==> src/rtl/spi_inert_serf_pkg.sv <==
// Shared definitions for the inertial sensor model and its SPI serf: register map, reset values, FSM states.
// Latency: n/a (constants, types and one helper function only).
// Backpressure: n/a.
package inert_pkg;

  // Register map (7-bit addresses)
  localparam logic [6:0] ADDR_INT1_CTRL = 7'h0D;
  localparam logic [6:0] ADDR_WHO_AM_I  = 7'h0F;
  localparam logic [6:0] ADDR_CTRL2_G   = 7'h11;
  localparam logic [6:0] ADDR_CTRL3_C   = 7'h14;
  localparam logic [6:0] ADDR_OUTZ_L_G  = 7'h26;
  localparam logic [6:0] ADDR_OUTZ_H_G  = 7'h27;

  localparam logic [7:0] WHO_AM_I_VAL   = 8'h6A;

  // Init values the monarch must program before cfg_done is reported
  localparam logic [7:0] CFG_INT1_CTRL  = 8'h02;
  localparam logic [7:0] CFG_CTRL2_G    = 8'h60;
  localparam logic [7:0] CFG_CTRL3_C    = 8'h40;

  typedef enum logic [1:0] {
    ST_IDLE,
    ST_CMD,
    ST_DATA,
    ST_DONE
  } spi_state_e;

  // True for the two yaw output bytes, which must never be split across samples
  function automatic logic is_outz(input logic [6:0] addr);
    return (addr == ADDR_OUTZ_L_G) || (addr == ADDR_OUTZ_H_G);
  endfunction

endpackage

==> src/rtl/spi_inert_serf_if.sv <==
// SPI bus between the monarch (master) and the sensor serf (slave).
// Latency: n/a (wires only).
// Backpressure: none; SPI is timed entirely by the monarch.
// Signals: SS_n select (active low), SCLK (idles high), MOSI, MISO; all MSB first.
interface spi_inert_serf_if;
  logic SS_n;
  logic SCLK;
  logic MOSI;
  logic MISO;

  modport master (output SS_n, output SCLK, output MOSI, input MISO);
  modport slave  (input SS_n, input SCLK, input MOSI, output MISO);
endinterface

==> src/rtl/spi_inert_serf_shift.sv <==
// SPI serf front end: synchronizers, SCLK/SS_n edge detect, frame FSM, 16-bit shift register, bit counter.
// Latency: SPI pins to edge detect 3 clk; frame_vld_o pulses 1 clk after the 16th rising SCLK is seen.
// Backpressure: none; read data is taken combinationally from rd_dat_i on the 8th rising edge.
// Ports: clk/rst_n; ss_n_i/sclk_i/mosi_i raw pins; miso_o; cmd_addr_o/cmd_load_o (read-data load strobe);
//        data_phase_o/addr_o/rw_o (current frame); frame_vld_o/wr_dat_o (completed 16-bit frame).
module spi_serf_shift
  import inert_pkg::*;
(
  input  logic       clk,
  input  logic       rst_n,
  input  logic       ss_n_i,
  input  logic       sclk_i,
  input  logic       mosi_i,
  input  logic [7:0] rd_dat_i,
  output logic       miso_o,
  output logic [6:0] cmd_addr_o,
  output logic       cmd_load_o,
  output logic       data_phase_o,
  output logic [6:0] addr_o,
  output logic       rw_o,
  output logic       frame_vld_o,
  output logic [7:0] wr_dat_o
);

  logic ss_s1_q, ss_s2_q, ss_s3_q;
  logic sclk_s1_q, sclk_s2_q, sclk_s3_q;
  logic mosi_s1_q, mosi_s2_q;

  spi_state_e  state_q;
  logic [3:0]  bit_cnt_q;
  logic [15:0] shift_q;
  logic        miso_q;
  logic        rw_q;
  logic [6:0]  addr_q;
  logic        frame_vld_q;

  logic sclk_rise, sclk_fall, ss_fall, ss_rise;

  // Two flops for metastability, a third only to form edges
  always_ff @(posedge clk or negedge rst_n) begin
    if (!rst_n) begin
      ss_s1_q   <= 1'b1;
      ss_s2_q   <= 1'b1;
      ss_s3_q   <= 1'b1;
      sclk_s1_q <= 1'b1;
      sclk_s2_q <= 1'b1;
      sclk_s3_q <= 1'b1;
      mosi_s1_q <= 1'b0;
      mosi_s2_q <= 1'b0;
    end else begin
      ss_s1_q   <= ss_n_i;
      ss_s2_q   <= ss_s1_q;
      ss_s3_q   <= ss_s2_q;
      sclk_s1_q <= sclk_i;
      sclk_s2_q <= sclk_s1_q;
      sclk_s3_q <= sclk_s2_q;
      mosi_s1_q <= mosi_i;
      mosi_s2_q <= mosi_s1_q;
    end
  end

  assign sclk_rise = sclk_s2_q & ~sclk_s3_q;
  assign sclk_fall = ~sclk_s2_q & sclk_s3_q;
  assign ss_fall   = ~ss_s2_q & ss_s3_q;
  assign ss_rise   = ss_s2_q & ~ss_s3_q;

  // Address as it stands once the 8th command bit is shifted in
  assign cmd_addr_o = {shift_q[5:0], mosi_s2_q};
  assign cmd_load_o = (state_q == ST_CMD) && sclk_rise && !ss_s2_q && (bit_cnt_q == 4'd7);

  always_ff @(posedge clk or negedge rst_n) begin
    if (!rst_n) begin
      state_q     <= ST_IDLE;
      bit_cnt_q   <= 4'd0;
      shift_q     <= 16'h0000;
      miso_q      <= 1'b0;
      rw_q        <= 1'b0;
      addr_q      <= 7'h00;
      frame_vld_q <= 1'b0;
    end else begin
      frame_vld_q <= 1'b0;

      // MISO only moves on falling SCLK; zero during command bits and while deselected
      if (ss_s2_q) begin
        miso_q <= 1'b0;
      end else if (sclk_fall) begin
        if (state_q == ST_DATA) begin
          miso_q <= shift_q[15];
        end else if (state_q == ST_CMD) begin
          miso_q <= 1'b0;
        end
      end

      case (state_q)
        ST_IDLE: begin
          if (ss_fall) begin
            state_q   <= ST_CMD;
            bit_cnt_q <= 4'd0;
            shift_q   <= 16'h0000;
          end
        end
        ST_CMD: begin
          if (ss_rise) begin
            state_q   <= ST_IDLE;
            bit_cnt_q <= 4'd0;
          end else if (sclk_rise) begin
            bit_cnt_q <= bit_cnt_q + 4'd1;
            if (bit_cnt_q == 4'd7) begin
              state_q <= ST_DATA;
              rw_q    <= shift_q[6];
              addr_q  <= cmd_addr_o;
              // Low byte restarts at zero so it ends up holding exactly the write data
              shift_q <= {(shift_q[6] ? rd_dat_i : 8'h00), 8'h00};
            end else begin
              shift_q <= {shift_q[14:0], mosi_s2_q};
            end
          end
        end
        ST_DATA: begin
          if (ss_rise) begin
            state_q   <= ST_IDLE;
            bit_cnt_q <= 4'd0;
          end else if (sclk_rise) begin
            bit_cnt_q <= bit_cnt_q + 4'd1;
            shift_q   <= {shift_q[14:0], mosi_s2_q};
            if (bit_cnt_q == 4'd15) begin
              state_q     <= ST_DONE;
              frame_vld_q <= 1'b1;
            end
          end
        end
        ST_DONE: begin
          // Surplus SCLK edges are ignored until deselect
          if (ss_rise) begin
            state_q   <= ST_IDLE;
            bit_cnt_q <= 4'd0;
          end
        end
        default: state_q <= ST_IDLE;
      endcase
    end
  end

  assign miso_o       = miso_q;
  assign data_phase_o = (state_q == ST_DATA);
  assign addr_o       = addr_q;
  assign rw_o         = rw_q;
  assign frame_vld_o  = frame_vld_q;
  assign wr_dat_o     = shift_q[7:0];

endmodule

==> src/rtl/spi_inert_serf.sv <==
// Inertial sensor SPI serf: register file, yaw sample timer and INT flag behind an SPI slave.
// Latency: write commits 1 clk after frame_vld; INT rises 1 clk after a period wrap (later if deferred).
// Backpressure: none; samples landing during a yaw-byte read are held until that frame ends.
// Ports: clk, rst_n; spi (slave modport: SS_n, SCLK, MOSI, MISO); INT; yaw_src[15:0]; cfg_done.
module spi_inert_serf
  import inert_pkg::*;
#(
  parameter logic [15:0] INT_PERIOD = 16'd2048,
  parameter bit          FAST_SIM   = 1'b1
) (
  input  logic             clk,
  input  logic             rst_n,
  spi_inert_serf_if.slave  spi,
  output logic             INT,
  input  logic [15:0]      yaw_src,
  output logic             cfg_done
);

  localparam logic [15:0] PERIOD     = FAST_SIM ? (INT_PERIOD >> 3) : INT_PERIOD;
  localparam logic [15:0] PERIOD_MAX = PERIOD - 16'd1;

  logic       miso;
  logic [6:0] cmd_addr;
  logic       cmd_load;
  logic       data_phase;
  logic [6:0] addr;
  logic       rw;
  logic       frame_vld;
  logic [7:0] wr_dat;
  logic [7:0] rd_dat;

  logic [7:0]  int1_q, int1_d;
  logic [7:0]  ctrl2_q, ctrl2_d;
  logic [7:0]  ctrl3_q, ctrl3_d;
  logic [7:0]  outz_l_q, outz_l_d;
  logic [7:0]  outz_h_q, outz_h_d;
  logic [15:0] per_q, per_d;
  logic        int_q, int_d;
  logic        pend_q, pend_d;
  logic [15:0] pend_dat_q, pend_dat_d;

  logic        sample_ok;
  logic        busy;
  logic        latch;
  logic [15:0] latch_dat;

  spi_serf_shift u_shift (
    .clk          (clk),
    .rst_n        (rst_n),
    .ss_n_i       (spi.SS_n),
    .sclk_i       (spi.SCLK),
    .mosi_i       (spi.MOSI),
    .rd_dat_i     (rd_dat),
    .miso_o       (miso),
    .cmd_addr_o   (cmd_addr),
    .cmd_load_o   (cmd_load),
    .data_phase_o (data_phase),
    .addr_o       (addr),
    .rw_o         (rw),
    .frame_vld_o  (frame_vld),
    .wr_dat_o     (wr_dat)
  );

  assign spi.MISO = miso;

  always_comb begin
    rd_dat = 8'h00;
    case (cmd_addr)
      ADDR_INT1_CTRL: rd_dat = int1_q;
      ADDR_WHO_AM_I:  rd_dat = WHO_AM_I_VAL;
      ADDR_CTRL2_G:   rd_dat = ctrl2_q;
      ADDR_CTRL3_C:   rd_dat = ctrl3_q;
      ADDR_OUTZ_L_G:  rd_dat = outz_l_q;
      ADDR_OUTZ_H_G:  rd_dat = outz_h_q;
      default:        rd_dat = 8'h00;
    endcase
  end

  always_comb begin
    int1_d     = int1_q;
    ctrl2_d    = ctrl2_q;
    ctrl3_d    = ctrl3_q;
    outz_l_d   = outz_l_q;
    outz_h_d   = outz_h_q;
    per_d      = per_q;
    int_d      = int_q;
    pend_d     = pend_q;
    pend_dat_d = pend_dat_q;
    sample_ok  = 1'b0;
    latch      = 1'b0;
    latch_dat  = yaw_src;

    if (frame_vld && !rw) begin
      case (addr)
        ADDR_INT1_CTRL: int1_d  = wr_dat;
        ADDR_CTRL2_G:   ctrl2_d = wr_dat;
        ADDR_CTRL3_C:   ctrl3_d = wr_dat;
        default: ;
      endcase
    end

    // Period timer runs only while the gyro is enabled and is parked at 0 otherwise
    if (ctrl2_q == 8'h00) begin
      per_d = 16'h0000;
    end else if (per_q == PERIOD_MAX) begin
      per_d     = 16'h0000;
      sample_ok = int1_q[1];
    end else begin
      per_d = per_q + 16'd1;
    end

    // Yaw bytes are frozen from the read-data load until the frame completes or aborts
    busy = (data_phase && is_outz(addr)) || (cmd_load && is_outz(cmd_addr));

    if (sample_ok && busy) begin
      pend_d     = 1'b1;
      pend_dat_d = yaw_src;
    end else if ((sample_ok || pend_q) && !busy) begin
      latch     = 1'b1;
      latch_dat = sample_ok ? yaw_src : pend_dat_q;
      pend_d    = 1'b0;
    end

    if (latch) begin
      outz_l_d = latch_dat[7:0];
      outz_h_d = latch_dat[15:8];
    end

    // A fresh sample wins over the clearing read so it is never lost
    if (latch) begin
      int_d = 1'b1;
    end else if (frame_vld && rw && (addr == ADDR_OUTZ_H_G)) begin
      int_d = 1'b0;
    end
  end

  always_ff @(posedge clk or negedge rst_n) begin
    if (!rst_n) begin
      int1_q     <= 8'h00;
      ctrl2_q    <= 8'h00;
      ctrl3_q    <= 8'h00;
      outz_l_q   <= 8'h00;
      outz_h_q   <= 8'h00;
      per_q      <= 16'h0000;
      int_q      <= 1'b0;
      pend_q     <= 1'b0;
      pend_dat_q <= 16'h0000;
    end else begin
      int1_q     <= int1_d;
      ctrl2_q    <= ctrl2_d;
      ctrl3_q    <= ctrl3_d;
      outz_l_q   <= outz_l_d;
      outz_h_q   <= outz_h_d;
      per_q      <= per_d;
      int_q      <= int_d;
      pend_q     <= pend_d;
      pend_dat_q <= pend_dat_d;
    end
  end

  assign INT      = int_q;
  assign cfg_done = (int1_q == CFG_INT1_CTRL) && (ctrl2_q == CFG_CTRL2_G) && (ctrl3_q == CFG_CTRL3_C);

endmodule

==> src/flat_wrapper.sv <==
// flat-port wrapper written by rule: the top's interface ports become plain ports
module spi_inert_serf_flat import inert_pkg::*;
#(
  parameter logic [15:0] INT_PERIOD = 16'd2048,
  parameter bit          FAST_SIM   = 1'b1
)
  (clk, rst_n, INT, yaw_src, cfg_done, spi_SS_n, spi_SCLK, spi_MOSI, spi_MISO);
  spi_inert_serf_if spi_i ();
  input  logic clk;
  input  logic rst_n;
  output logic INT;
  input  logic [15:0] yaw_src;
  output logic cfg_done;
  input wire logic [$bits(spi_i.SS_n)-1:0] spi_SS_n;
  input wire logic [$bits(spi_i.SCLK)-1:0] spi_SCLK;
  input wire logic [$bits(spi_i.MOSI)-1:0] spi_MOSI;
  output wire logic [$bits(spi_i.MISO)-1:0] spi_MISO;
  assign spi_i.SS_n = spi_SS_n;
  assign spi_i.SCLK = spi_SCLK;
  assign spi_i.MOSI = spi_MOSI;
  assign spi_MISO = spi_i.MISO;
  spi_inert_serf #(.INT_PERIOD(INT_PERIOD), .FAST_SIM(FAST_SIM)) u_core (.clk(clk), .rst_n(rst_n), .spi(spi_i), .INT(INT), .yaw_src(yaw_src), .cfg_done(cfg_done));
endmodule
==> config.mk <==
export PLATFORM = sky130hd
export DESIGN_NAME = spi_inert_serf_flat
export DESIGN_NICKNAME = d
export VERILOG_FILES = /design/src/rtl/spi_inert_serf_pkg.sv /design/src/rtl/spi_inert_serf_if.sv /design/src/rtl/spi_inert_serf_shift.sv /design/src/rtl/spi_inert_serf.sv /design/src/flat_wrapper.sv
export SDC_FILE = /design/constraint.sdc
export NUM_CORES = 1
export LEC_CHECK = 0
export BUFFER_PORTS_ARGS = -buffer_cell sky130_fd_sc_hd__buf_2
export CAP_MARGIN = 20
export CORE_UTILIZATION = 23
export CTS_BUF_LIST = sky130_fd_sc_hd__clkbuf_4
export DETAILED_ROUTE_END_ITERATION = 12
export SETUP_SLACK_MARGIN = 0.5
export SLEW_MARGIN = 20
export SYNTH_ARGS = -nofsm -noshare
export SYNTH_HDL_FRONTEND = slang
export SYNTH_SLANG_ARGS = --single-unit
==> constraint.sdc <==
create_clock -name clk -period 3.05 [get_ports clk]
set_input_delay 0.305 -clock clk [delete_from_list [all_inputs] [get_ports clk]]
set_output_delay 0.305 -clock clk [all_outputs]
set_load 0.005 [all_outputs]
---- Yosys cells after proc, flatten, opt, wreduce, memory -nomap -nowiden ----
Index checks and enable logic that the tools add are counted.
storage, ports and cells
  input bits .............................. 21
  flip-flop bits (word level) ............. 114
  logic and storage cells ................. 145
  output and inout bits ................... 3
operators by class
  reduce and logical (&&, ||, !) cells .... 35
  eq/ne operators ......................... 31
  mux-type cells .......................... 44
  bitwise logic cells ..................... 9
  add/subtract/negate cells ............... 2
operator list
  cell                     number
  $mux W16                 11
  $pmux W16 S3             1
  $pmux W8 S6              1
  $eq A7 B5 Y1 const B     4
  $eq A7 B6 Y1 const B     4
  $eq A7 B4 Y1 const B     3
  $add A16 B1 Y16 const B  1
  $eq A16 B8 Y1 const B    1
  $eq A8 B7 Y1 const B     2
  $mux W1                  16
  $mux W2                  8
  $mux W4                  4
  $logic_and A1 B1 Y1      12
  $ne A2 B2 Y1 const B     6
  $pmux W4 S3              1
  $reduce_and A6 Y1        2
  $ne A3 B3 Y1 const B     3
  $eq A8 B2 Y1 const B     1
  $logic_not A8 Y1         1
  $mux W8                  1
  $pmux W2 S4              1
  $reduce_and A2 Y1        4
  $reduce_bool A2 Y1       3
  $reduce_bool A3 Y1       2
  15 further kinds         28

---- Depth between registers and ports, before layout ----
Gate-level depths: netlist of the first run.
  depth in word-level cells ............... 12
  mapped depth ............................ 9
  depth with buffers taken out ............ 7

---- By module ----
From an unflattened synthesis of the first run, not the netlist that was laid out.
unflattened totals
  cell total of the unflattened synthesis .. 521
  area total of the unflattened synthesis .. 5,649.2 sq um
by module, submodules not included
  module          times used  sequential area each (sq um)  area each (sq um)  cells each
  spi_inert_serf  1           1,851.8                       3,742.3            340
  spi_serf_shift  1           1,008.5                       1,906.8            181

---- Worst setup path before layout of the first run ----
No wires, ideal clock.
  path type ............................... flip-flop to flip-flop
  from .................................... register u_core.per_q[9]
  to ...................................... register u_core.outz_h_q[0]
  arrival ................................. 2.293 ns
  path slack .............................. 0.630 ns
  data required time ...................... 2.923 ns
  buffers on the path ..................... 2
  clock period less this slack ............ 2.420 ns
  setup time .............................. 0.127 ns
  cell stages (with the launch flop) ...... 8
  cells stage by stage .................... dfrtp_1 > or4_1 > nor4_2 > and3_1 > buf_6 > buf_2 > mux2_2 > mux2_1
between the ends
  word-level cells in the longest chain between the ends .. 7
  elaborated cells on any way between the ends .. 11
  classes of those cells .................. eq/ne: 1; mux: 7; reduce/logical: 3
RTL lines
  element                              RTL line               source
  start: declaration                   spi_inert_serf.sv:37   logic [15:0] per_q, per_d;
  start signal: assignment             spi_inert_serf.sv:154  per_q <= per_d;
  $eq A16 B8 Y1 *                      spi_inert_serf.sv:105  end else if (per_q == PERIOD_MAX) begin
  $mux W1 *                            spi_inert_serf.sv:105
  $mux W1 *                            spi_inert_serf.sv:103  if (ctrl2_q == 8'h00) begin
  $logic_or A1 B1 Y1                   spi_inert_serf.sv:118  end else if ((sample_ok || pend_q) && !busy) begin
  $logic_and A1 B1 Y1                  spi_inert_serf.sv:118
  $mux W16 or $mux W1 (tied branches)  spi_inert_serf.sv:118
  $mux W16 or $mux W1 (tied branches)  spi_inert_serf.sv:115  if (sample_ok && busy) begin
  end signal: assignment               spi_inert_serf.sv:153  outz_h_q <= outz_h_d;
  end: declaration                     spi_inert_serf.sv:36   logic [7:0] outz_h_q, outz_h_d;
Every way passes the cells marked *; elsewhere a longest branch is shown, timed or not.
A chain may end at the register's enable or synchronous reset.

---- Worst setup path after layout of the first run ----
  from .................................... register u_core.per_q[8]
  to ...................................... register u_core.outz_h_q[3]
The elaborated chain is that of the path after synthesis.

==> results.ini, run 1 <==
[yosys]
synth-edff-count = 0
postSynthCellCount = 452
synth-main-ff-cell = sky130_fd_sc_hd__dfrtp_1
yosys_register_bits = 114
synth.yosys.warnings = 0
synth-seq-area-share_pct = 52.47
post_synthesis_cell_area_um2 = 5451
synthArstFlopShare_pct = 100.0
syn-num-nets = 479
netlist-cell-type-count = 55
syn_area_cell_um2 = 12.06

[place]
place.detailed.instances = 781
place_congestion = 0.8573
detailedPlacementHpwl_um = 8093
place.port_buffers = 23
dpl_cell_area_um2 = 5957

[setup_path]
endpoint_kind = flip-flop
cp_num_buf_inv = 1
cp.arrival_ns = 2.81
critPathRequiredTime_ns = 3.46
crit_path_top_delay_cell = sky130_fd_sc_hd__or4_4
worst_setup_path_start_kind = flip-flop
cpLargestDelayFamily = simple AND/OR/NAND/NOR gates
path_max_fanout = 18
worstPathCellList = or4_4 -> nor4_4 -> and3_4 -> buf_12 -> mux2_2 -> mux2_1
crit_type = flip-flop to flip-flop
slowest_delay_ns = 0.56

[floorplan]
core_area_um2 = 22920
width_of_the_chip_um = 156.0
die_area_um2 = 24320
ios = 24
die_y_um = 156.0
row_count = 55
start_util_pct = 23.79

[run]
drv.max_cap_violation_count = 0

[cts]
htree_levels = 4
numClockSinks = 114
number_of_buffers_on_the_longest_clock_path = 2
post_cts_buffers = 0
clkLatencyLatePin_ns = 0.54
clkTransAtPathRegs_ns = 0.10
root_buffer = sky130_fd_sc_hd__clkbuf_4
tritoncts_clock_tree = yes
cts_inserted_buffers = 17

[power]
total_power_uw = 3319
ir_drop_mv = 0.2103
power.density_cell_area_nw_per_um2 = 515.0
power.static_leakage_uw = 0.002846

[layout]
mostFrequentLayoutCells = 108 x sky130_fd_sc_hd__dfrtp_1, 62 x sky130_fd_sc_hd__mux2_2, 38 x sky130_fd_sc_hd__nor2_1, 22 x sky130_fd_sc_hd__clkbuf_4, 22 x sky130_fd_sc_hd__buf_2
finalNetCount = 533
stdcell_count = 833
stdcell_area_um2 = 6445
syn_to_final_growth_pct = 18.22
layout.area.seq_um2 = 2860
final_util_pct = 28.12
final_common_cell = sky130_fd_sc_hd__dfrtp_1
multi_input_area_um2 = 2470
drive_above_1_share_pct = 28.71
n_fill_cell = 2392

[route]
route.detailed.drc = 0
route.detailed.vias_per_inst = 4.507
drtPass1Iterations = 5
antenna_violating_nets_post_route = 0
vias = 3754
detailedRoute.firstIterationViolations = 244
routed_wirelength_um = 11950
wl_per_cell_um = 14.35

[timing]
timing.max_slew.rel_slack_pct = 51.49
max_clock_freq_ghz = 0.4163
fin_worst_skew_ns = 0.02967
setup_repair_after_global_routing_missed_its_margin = no
final-setup-viol-count = 0
min_period_ns = 2.402
final_hold_viol_count = 0
drv_slew = 0
worstMarginPinSlew_ns = 0.7277
finalCritPeriodShare_pct = 78.75
fin_setup_tns_ns = 0

[global_route]
globalRouteTotalUtil_pct = 10.80
maximum_number_of_pins_on_one_net_before_global_route_repair = 78
grt_overflow = 0
grt_pass1_wl_um = 20230
antenna_found_initial = 1
first_global_vias = 3720

[min_path]
holdCritPathClass = primary input to flip-flop

[run_status]
outcome = finished, final reports clean

==> layout make-up <==
class / instances / share of cell area [%]
diodes: 1 / 0.03883
multi-input cells: 311 / 38.32
clock buffers: 22 / 2.563
flip-flops and latches: 114 / 44.38
inverters: 7 / 0.4077
clock inverters: 10 / 1.475
repair buffers: 55 / 6.737
well taps: 313 / 6.076
==> power by group <==
| group | switching (uW) | leakage (uW) | internal, uW | total (uW) |
|---|---|---|---|---|
| registers | 53.2 | 0.00152 | 1590 | 1640 |
| clock network | 560 | 0.000151 | 516 | 1080 |
| logic | 357 | 0.00117 | 245 | 602 |
| total | 970 | 0.00285 | 2350 | 3320 |
==> final timing paths <==
kind	from	end	slack, ns	cells past startpoint
setup reg to reg	u_core.per_q[8]	u_core.outz_h_q[3]	0.65	6
hold reg to reg	u_core.u_shift.ss_s1_q	u_core.u_shift.ss_s2_q	0.36	0
setup / recovery	u_core.per_q[8]	u_core.outz_h_q[3]	0.65	6
max in group asynchronous	rst_n	u_core.pend_q	1.98	3
min in group asynchronous	rst_n	u_core.u_shift.bit_cnt_q[3]	0.37	2
hold / removal	yaw_src[12]	u_core.pend_dat_q[12]	0.05	2
==> worst register-to-register path: stages (launching register included) <==
cell,delay (ns)
sky130_fd_sc_hd__dfrtp_1,0.44
sky130_fd_sc_hd__or4_4,0.56
sky130_fd_sc_hd__nor4_4,0.23
sky130_fd_sc_hd__and3_4,0.24
sky130_fd_sc_hd__buf_12,0.16
sky130_fd_sc_hd__mux2_2,0.36
sky130_fd_sc_hd__mux2_1,0.30
==> state kept, by name (all words and copies together), names as in the netlist, 2 cells and up <==
register	flops
u_core.u_shift.shift_q	16
u_core.per_q	16
u_core.int1_q	8
u_core.u_shift.addr_o	7
u_core.pend_dat_q	16
u_core.ctrl2_q	8
u_core.ctrl3_q	8
u_core.outz_l_q	8
u_core.outz_h_q	8
u_core.u_shift.state_q	2
u_core.u_shift.bit_cnt_q	4
==> timing repair <==
| item | in CTS | in global routing |
|---|---|---|
| hold buffers | 18 | 1 |
| setup endpoints to repair | 16 | 24 |
| hold endpoints to repair | 87 | 1 |
| resized for setup | 2 | 5 |
| pin swaps | 0 | 1 |
==> layer usage <==
layer / up-vias / part of all wire (%) / routed length (um) / GRT usage [%]
li1: 1774 / - / - / -
met1: 1897 / 49 / 5900 / 14.71
met2: 71 / 45 / 5374 / 15.80
met3: 12 / 4.2 / 507 / 3.000
met4: 0 / 1.4 / 168 / 4.855
met5: - / 0 / 0 / 0
==> logic make-up after synthesis <==
logic type | synth area share, %
adders and majority gates | 1.561
muxes | 19.44
DFF | 52.47
buffers and inverters | 2.570
and+or+nand+nor | 13.27
AOI/OAI and AO/OA | 8.607
xor gates and xnor gates | 2.089
==> synth_stat cells (2+ instances only) <==
| cell | count | share of area (%) |
|---|---|---|
| sky130_fd_sc_hd__nor2_1 | 38 | 2.6 |
| sky130_fd_sc_hd__buf_6 | 3 | 0.62 |
| sky130_fd_sc_hd__and3_1 | 2 | 0.23 |
| sky130_fd_sc_hd__xnor2_1 | 4 | 0.64 |
| sky130_fd_sc_hd__dfrtp_1 | 108 | 50 |
| sky130_fd_sc_hd__and3b_1 | 5 | 0.80 |
| sky130_fd_sc_hd__ha_1 | 6 | 1.4 |
| sky130_fd_sc_hd__mux2_2 | 62 | 13 |
| sky130_fd_sc_hd__a22oi_1 | 8 | 1.1 |
| sky130_fd_sc_hd__o32ai_1 | 2 | 0.32 |
| sky130_fd_sc_hd__mux2_1 | 9 | 1.9 |
| sky130_fd_sc_hd__and2_1 | 2 | 0.23 |
| sky130_fd_sc_hd__nand4b_1 | 4 | 0.64 |
| sky130_fd_sc_hd__nor3_1 | 7 | 0.64 |
| sky130_fd_sc_hd__mux2i_1 | 11 | 2.0 |
| sky130_fd_sc_hd__nor4b_1 | 2 | 0.32 |
| sky130_fd_sc_hd__o21ai_0 | 12 | 1.1 |
| sky130_fd_sc_hd__nand2_1 | 17 | 1.2 |
| sky130_fd_sc_hd__o211ai_1 | 3 | 0.41 |
| sky130_fd_sc_hd__o22ai_1 | 9 | 1.0 |
| sky130_fd_sc_hd__nor4_1 | 3 | 0.34 |
| sky130_fd_sc_hd__nand2b_1 | 6 | 0.69 |
| sky130_fd_sc_hd__inv_1 | 7 | 0.48 |
| sky130_fd_sc_hd__a21oi_1 | 16 | 1.5 |
| sky130_fd_sc_hd__nand4_1 | 7 | 0.80 |
| sky130_fd_sc_hd__clkbuf_1 | 12 | 0.83 |
| sky130_fd_sc_hd__nor4bb_1 | 2 | 0.37 |
| sky130_fd_sc_hd__dfstp_2 | 6 | 2.9 |
| sky130_fd_sc_hd__xor2_1 | 9 | 1.4 |
| sky130_fd_sc_hd__a22o_1 | 10 | 1.6 |
| sky130_fd_sc_hd__or4_1 | 2 | 0.28 |
| sky130_fd_sc_hd__mux2_4 | 10 | 2.8 |
| sky130_fd_sc_hd__nor2b_1 | 9 | 1.0 |
| sky130_fd_sc_hd__nand3b_1 | 3 | 0.41 |
| sky130_fd_sc_hd__and4_1 | 3 | 0.48 |
| sky130_fd_sc_hd__nand3_1 | 13 | 1.2 |
| sky130_fd_sc_hd__buf_1 | 2 | 0.14 |
==> through the flow <==
step | hold WS (ns) | setup slack (ns)
after floorplan | 0.009409 | 0.6300
after global placement | 0.3509 | 0.5019
after detailed placement | 0.3468 | 0.4502
after CTS | 0.001859 | 0.5444
after global routing | 0.01850 | 0.5117
final | 0.05174 | 0.6480
(Power assumes the default switching activity.)
==> inputs of run 2 (changes only) <==
==> constraint.sdc (replaced) <==
create_clock -name clk -period 2.4 [get_ports clk]
set_input_delay 0.24 -clock clk [delete_from_list [all_inputs] [get_ports clk]]
set_output_delay 0.24 -clock clk [all_outputs]
set_load 0.005 [all_outputs]
==> run 2 against run 1 <==
Via count is 4.5% higher; final cell count is 4.9% higher; cell area is 9.2% higher; clock skew is 0.0031 ns lower; flip-flop and latch count stayed put; highest routed layer unchanged; critical path depth stayed put; first-iteration DRC count is 17% lower; largest power group unchanged; sequential share of layout area is 3.7 points lower; non-clock buffer count is 41 higher; fmax is 2.4% higher; sequential power is 27% higher; core utilization is 2.6 points higher.
==> results.ini, run 2 (synthesis results as in run 1) <==
[layout]
final_common_cell = sky130_fd_sc_hd__dfrtp_1
finalNetCount = 575
drive_above_1_share_pct = 41.00
syn_to_final_growth_pct = 29.13
stdcell_area_um2 = 7039
antenna-diode-count = 0
mostFrequentLayoutCells = 108 x sky130_fd_sc_hd__dfrtp_1, 45 x sky130_fd_sc_hd__mux2_2, 39 x sky130_fd_sc_hd__buf_4, 36 x sky130_fd_sc_hd__nor2_1, 36 x sky130_fd_sc_hd__mux2_4
largest_registers = u_core.pend_dat_q x16, u_core.per_q x16, u_core.u_shift.shift_q x16
final_util_pct = 30.72

[route]
route.detailed.drc = 0
drtPass1Iterations = 5
detailedRoute.firstIterationViolations = 203
routed_wirelength_um = 12890
route.detailed.vias_per_inst = 4.487
wl_per_cell_um = 14.75
vias = 3922
antenna_violating_nets_post_route = 0

[floorplan]
die_y_um = 156.0
row_count = 55
start_util_pct = 23.79
core_area_um2 = 22920
width_of_the_chip_um = 156.0
die_area_um2 = 24320
ios = 24

[setup_path]
crit_type = flip-flop to flip-flop
timing.critical_path.mode_cell = sky130_fd_sc_hd__mux2_2
cpLargestDelayFamily = simple AND/OR/NAND/NOR gates
cp.arrival_ns = 2.78
cp_num_buf_inv = 1
worst_setup_path_start_kind = flip-flop
endpoint_kind = flip-flop
r2r_setup_slack_ns = 0.06
crit_path_top_delay_cell = sky130_fd_sc_hd__or4_4
critPathRequiredTime_ns = 2.83
worstPathCellList = or4_4 -> nor4_4 -> and3_4 -> buf_6 -> mux2_2 -> mux2_2
path_max_fanout = 7
slowest_delay_ns = 0.55

[cts]
tritoncts_clock_tree = yes
cts_inserted_buffers = 17
number_of_buffers_on_the_longest_clock_path = 2
root_buffer = sky130_fd_sc_hd__clkbuf_4
clkLatencyLatePin_ns = 0.54
clkTransAtPathRegs_ns = 0.11
numClockSinks = 114
htree_levels = 4

[timing]
setup_repair_after_global_routing_missed_its_margin = yes
final-setup-viol-count = 0
final_critical_path_setup_slack_ns = 0.05532
finalCritPeriodShare_pct = 97.70
worstMarginPinSlew_ns = 0.6076
final_hold_viol_count = 0
timing.max_slew.rel_slack_pct = 59.41
drv_slew = 0
max_clock_freq_ghz = 0.4265
fin_worst_skew_ns = 0.02658
min_period_ns = 2.345
worst_hold_slack_ns = 0.2178

[power]
pwr-share-clk_pct = 27.8
total_power_uw = 4427
p_int_uw = 2982
power.density_cell_area_nw_per_um2 = 628.9
ir_drop_mv = 0.2568
switchingPower_uw = 1445
swShare_pct = 32.64
seqPwrFrac_pct = 47.2
power.static_leakage_uw = 0.003151
comb_power_share_pct = 25.0

[global_route]
gr-usage-met3_pct = 2.750
maximum_number_of_pins_on_one_net_before_global_route_repair = 46
busiest_layer = met2
first_global_vias = 4027
globalRouteTotalUtil_pct = 11.30
grt_pass1_wl_um = 21360
grtUsageMet2_pct = 17.54
grt_util_met1_pct = 15.61
antenna_found_initial = 1
grt_overflow = 0

[place]
preCtsSetupSlack_ns = 0.05569
detailedPlacementHpwl_um = 8538
dpl_cell_area_um2 = 6187
place.port_buffers = 23
place_congestion = 0.8091

[run]
drv.max_cap_violation_count = 0

[run_status]
outcome = finished, final reports clean

[min_path]
holdCritPathClass = primary input to async pin

## run 2: worst paths after layout
| kind | startpoint | end | depth (start not counted) |
|---|---|---|---|
| setup reg to reg | u_core.per_q[8] | u_core.outz_l_q[7] | 6 |
| hold reg to reg | u_core.u_shift.ss_s1_q | u_core.u_shift.ss_s2_q | 0 |
| max in group asynchronous | rst_n | u_core.u_shift.ss_s1_q | 3 |
| hold / removal | rst_n | u_core.outz_h_q[0] | 2 |
| setup / recovery | u_core.per_q[8] | u_core.outz_l_q[7] | 6 |
| min in group clk | spi_MOSI | u_core.u_shift.mosi_s1_q | 2 |
## run 2: timing repair
item,in CTS,in global routing
cloned,4,1
endpoints found under the setup margin,50,54
hold endpoints to repair,56,0
pin swaps,11,16
hold buffers,20,0
setup buffers,12,4
resized for setup,29,38
## run 2: area by class of cell
class	count	area, um^2
fillers	2350	15880
flip-flops and latches	114	2860
multi-input cells	312	2714
repair buffers	96	810.8
well taps	313	391.6
clock buffers	19	142.6
clock inverters	13	88.84
inverters	7	31.28
## run 2: power by group through the flow
stage / Sequential [uW] / Combinational (uW) / Clock, uW
floorplan: 2110 / 510 / 0
global placement: 2120 / 781 / 0
detailed placement: 2120 / 782 / 0
CTS: 2080 / 931 / 1280
global route: 2100 / 1210 / 1350
finish: 2090 / 1110 / 1230
## run 2: worst register-to-register path: cells and delay by family, from the launching register on
kind	cells	cell delay, ns
DFF	1	0.40
muxes	2	0.61
and+or+nand+nor	3	1.07
buffers and inverters	1	0.16
## run 2: layer usage
metal / share of wire, % / wire length, um / vias up
met5: 0 / 0 / -
li1: - / - / 1862
met4: 0.81 / 104 / 0
met2: 47 / 6008 / 75
met1: 49 / 6290 / 1973
met3: 3.8 / 491 / 12
## run 2: per-stage QoR
| step | TNS (ns) | std cells |
|---|---|---|
| after CTS | 0 | 869 |
| final | 0 | 874 |
| after detailed placement | 0 | 801 |
| after floorplan | 0 | 452 |
| after global routing | -0.1454 | 874 |
| after global placement | 0 | 801 |
==> inputs of run 3 (changes only) <==
--- a/config.mk
+++ b/config.mk
@@ -7,10 +7,14 @@
 export LEC_CHECK = 0
 export BUFFER_PORTS_ARGS = -buffer_cell sky130_fd_sc_hd__buf_2
 export CAP_MARGIN = 20
+export CELL_PAD_IN_SITES_DETAIL_PLACEMENT = 0
+export CELL_PAD_IN_SITES_GLOBAL_PLACEMENT = 1
 export CORE_UTILIZATION = 23
 export CTS_BUF_LIST = sky130_fd_sc_hd__clkbuf_4
 export DETAILED_ROUTE_END_ITERATION = 12
+export PLACE_DENSITY_LB_ADDON = 0.1
 export SETUP_SLACK_MARGIN = 0.5
+export SKIP_LAST_GASP = 1
 export SLEW_MARGIN = 20
 export SYNTH_ARGS = -nofsm -noshare
 export SYNTH_HDL_FRONTEND = slang
==> run 3 against run 2 <==
Sequential share of layout area is 0.35 points lower; core utilization is 0.27 points higher; global-route usage is 1.5 points higher; first-iteration DRC count is 28% lower; combinational power hardly changed; clock skew is 0.0028 ns higher; worst hold slack better by 0.094 ns; total power is 7.5% higher; largest power group unchanged.
==> results.ini, run 3 (synthesis results as in run 1) <==
[cts]
htree_levels = 4
root_buffer = sky130_fd_sc_hd__clkbuf_4
tritoncts_clock_tree = yes
clkLatencyLatePin_ns = 0.54
clkTransAtPathRegs_ns = 0.13
number_of_buffers_on_the_longest_clock_path = 2
numClockSinks = 114
cts_inserted_buffers = 17

[setup_path]
worst_r2r_path_depth = 6
timing.critical_path.mode_cell = sky130_fd_sc_hd__mux2_2
worst_flop_to_flop_path_startpoint = u_core.per_q[9]
crit_path_top_delay_cell = sky130_fd_sc_hd__or4_4
slowest_delay_ns = 0.55
crit_type = flip-flop to flip-flop
endpoint_kind = flip-flop
rr_endpoint = u_core.outz_l_q[7]
worst_setup_path_start_kind = flip-flop
r2r_setup_slack_ns = 0.07
cp.arrival_ns = 2.74
critPathRequiredTime_ns = 2.81
path_max_fanout = 9
worstPathCellList = or4_4 -> nor4_4 -> and3_4 -> buf_12 -> mux2_2 -> mux2_2

[timing]
fin_worst_skew_ns = 0.02938
min_period_ns = 2.332
final_critical_path_setup_slack_ns = 0.06801
setup_repair_after_global_routing_missed_its_margin = yes
finalCritPeriodShare_pct = 97.17
timing.max_slew.rel_slack_pct = 51.72
worst_hold_slack_ns = 0.3116
max_clock_freq_ghz = 0.4288
worstMarginPinSlew_ns = 0.7242
final-setup-viol-count = 0
final_hold_viol_count = 0
drv_slew = 0

[route]
wl_per_cell_um = 16.60
route.detailed.vias_per_inst = 4.502
antenna_violating_nets_post_route = 0
routed_wirelength_um = 14540
route.detailed.drc = 0
detailedRoute.firstIterationViolations = 146
drtPass1Iterations = 4
vias = 3944

[global_route]
grt_util_met1_pct = 17.22
globalRouteTotalUtil_pct = 12.81
antenna_found_initial = 1
busiest_layer = met2
first_global_vias = 4109
maximum_number_of_pins_on_one_net_before_global_route_repair = 115
grt_pass1_wl_um = 23230
grtUsageMet2_pct = 20.39
grt_overflow = 0
gr-usage-met3_pct = 3.000

[power]
ir_drop_mv = 0.3242
power.static_leakage_uw = 0.003167
power.density_cell_area_nw_per_um2 = 670.0

[floorplan]
core_area_um2 = 22920
row_count = 55
start_util_pct = 23.79
ios = 24
die_area_um2 = 24320
die_y_um = 156.0
width_of_the_chip_um = 156.0

[place]
preCtsSetupSlack_ns = 0.04318
place_congestion = 0.7521
dpl_cell_area_um2 = 6230
detailedPlacementHpwl_um = 9518
place.port_buffers = 23

[min_path]
holdCritPathClass = primary input to async pin

[layout]
finalNetCount = 575
final_util_pct = 30.99
syn_to_final_growth_pct = 30.25
mostFrequentLayoutCells = 108 x sky130_fd_sc_hd__dfrtp_1, 53 x sky130_fd_sc_hd__mux2_2, 43 x sky130_fd_sc_hd__buf_4, 36 x sky130_fd_sc_hd__nor2_1, 28 x sky130_fd_sc_hd__mux2_4
final_common_cell = sky130_fd_sc_hd__dfrtp_1
stdcell_area_um2 = 7101
drive_above_1_share_pct = 40.46
largest_registers = u_core.pend_dat_q x16, u_core.per_q x16, u_core.u_shift.shift_q x16

[run]
drv.max_cap_violation_count = 0

[run_status]
outcome = finished, final reports clean

[run 3: cell count changes in the layout (fill, tap and decap cells not counted), moves of 3 or more]
| cell | change |
|---|---|
| sky130_fd_sc_hd__a21oi_1 | +4 |
| sky130_fd_sc_hd__buf_4 | +4 |
| sky130_fd_sc_hd__mux2_2 | +8 |
| sky130_fd_sc_hd__mux2_4 | -8 |
| sky130_fd_sc_hd__a21oi_2 | -5 |
| sky130_fd_sc_hd__buf_6 | -4 |
| sky130_fd_sc_hd__bufinv_16 | +3 |
[run 3: critical path, delay by kind of cell, from the launching register on]
family        cells  cell delay [ns]
flops             1             0.41
buf+inv           1             0.15
simple gates      3             1.05
mux               2             0.59
[run 3: worst max path at each step]
| stage | slack (ns) | startpoint | to | depth (start not counted) |
|---|---|---|---|---|
| after global routing | -0.004 | u_core.per_q[9] | u_core.outz_l_q[7] | 6 |
| after detailed placement | 0.04 | u_core.per_q[13] | u_core.outz_l_q[2] | 6 |
| final | 0.07 | u_core.per_q[9] | u_core.outz_l_q[7] | 6 |
| after floorplan | 0.12 | u_core.per_q[13] | u_core.outz_h_q[0] | 7 |
| after CTS | 0.06 | u_core.per_q[13] | u_core.outz_l_q[2] | 6 |
| after global placement | 0.09 | u_core.per_q[13] | u_core.outz_l_q[0] | 6 |
[run 3: power by group]
part / switching [uW] / leakage, uW / internal (uW) / total, uW
clock network: 798 / 0.000150 / 728 / 1530
logic: 597 / 0.00150 / 546 / 1140
registers: 68.3 / 0.00152 / 2020 / 2090
total: 1460 / 0.00317 / 3290 / 4760
[run 3: what timing repair did]
item / CTS / global route
gates cloned: 1 / 1
hold buffers: 20 / 0
buffers inserted: 11 / 4
setup endpoints to repair: 51 / 60
pin swaps: 12 / 15
endpoints found under the hold margin: 127 / 0
resized for setup: 33 / 22
[run 3: metal layers]
| metal | vias up | share of wire, % |
|---|---|---|
| met5 | - | 0 |
| met4 | 0 | 1.1 |
| met3 | 10 | 2.5 |
| met2 | 62 | 47 |
| met1 | 2008 | 50 |
| li1 | 1864 | - |
[run 3: layout make-up]
cell class / instances / area [um^2]
Antenna cell: 2 / 5.005
Clock buffer: 18 / 135.1
Clock inverter: 14 / 163.9
Fill cell: 2335 / 15820
Inverter: 7 / 28.78
Multi-Input combinational cell: 312 / 2715
Sequential cell: 114 / 2860
Tap cell: 313 / 391.6
Timing Repair Buffer: 96 / 800.8
[run 3: stage by stage]
| stage | cells | total power [uW] | TNS, ns |
|---|---|---|---|
| CTS | 869 | 4752 | 0 |
| floorplan | 452 | 2619 | 0 |
| global route | 876 | 5051 | -0.01017 |
| global placement | 805 | 2977 | 0 |
| finish | 876 | 4757 | 0 |
| detailed placement | 805 | 2967 | 0 |
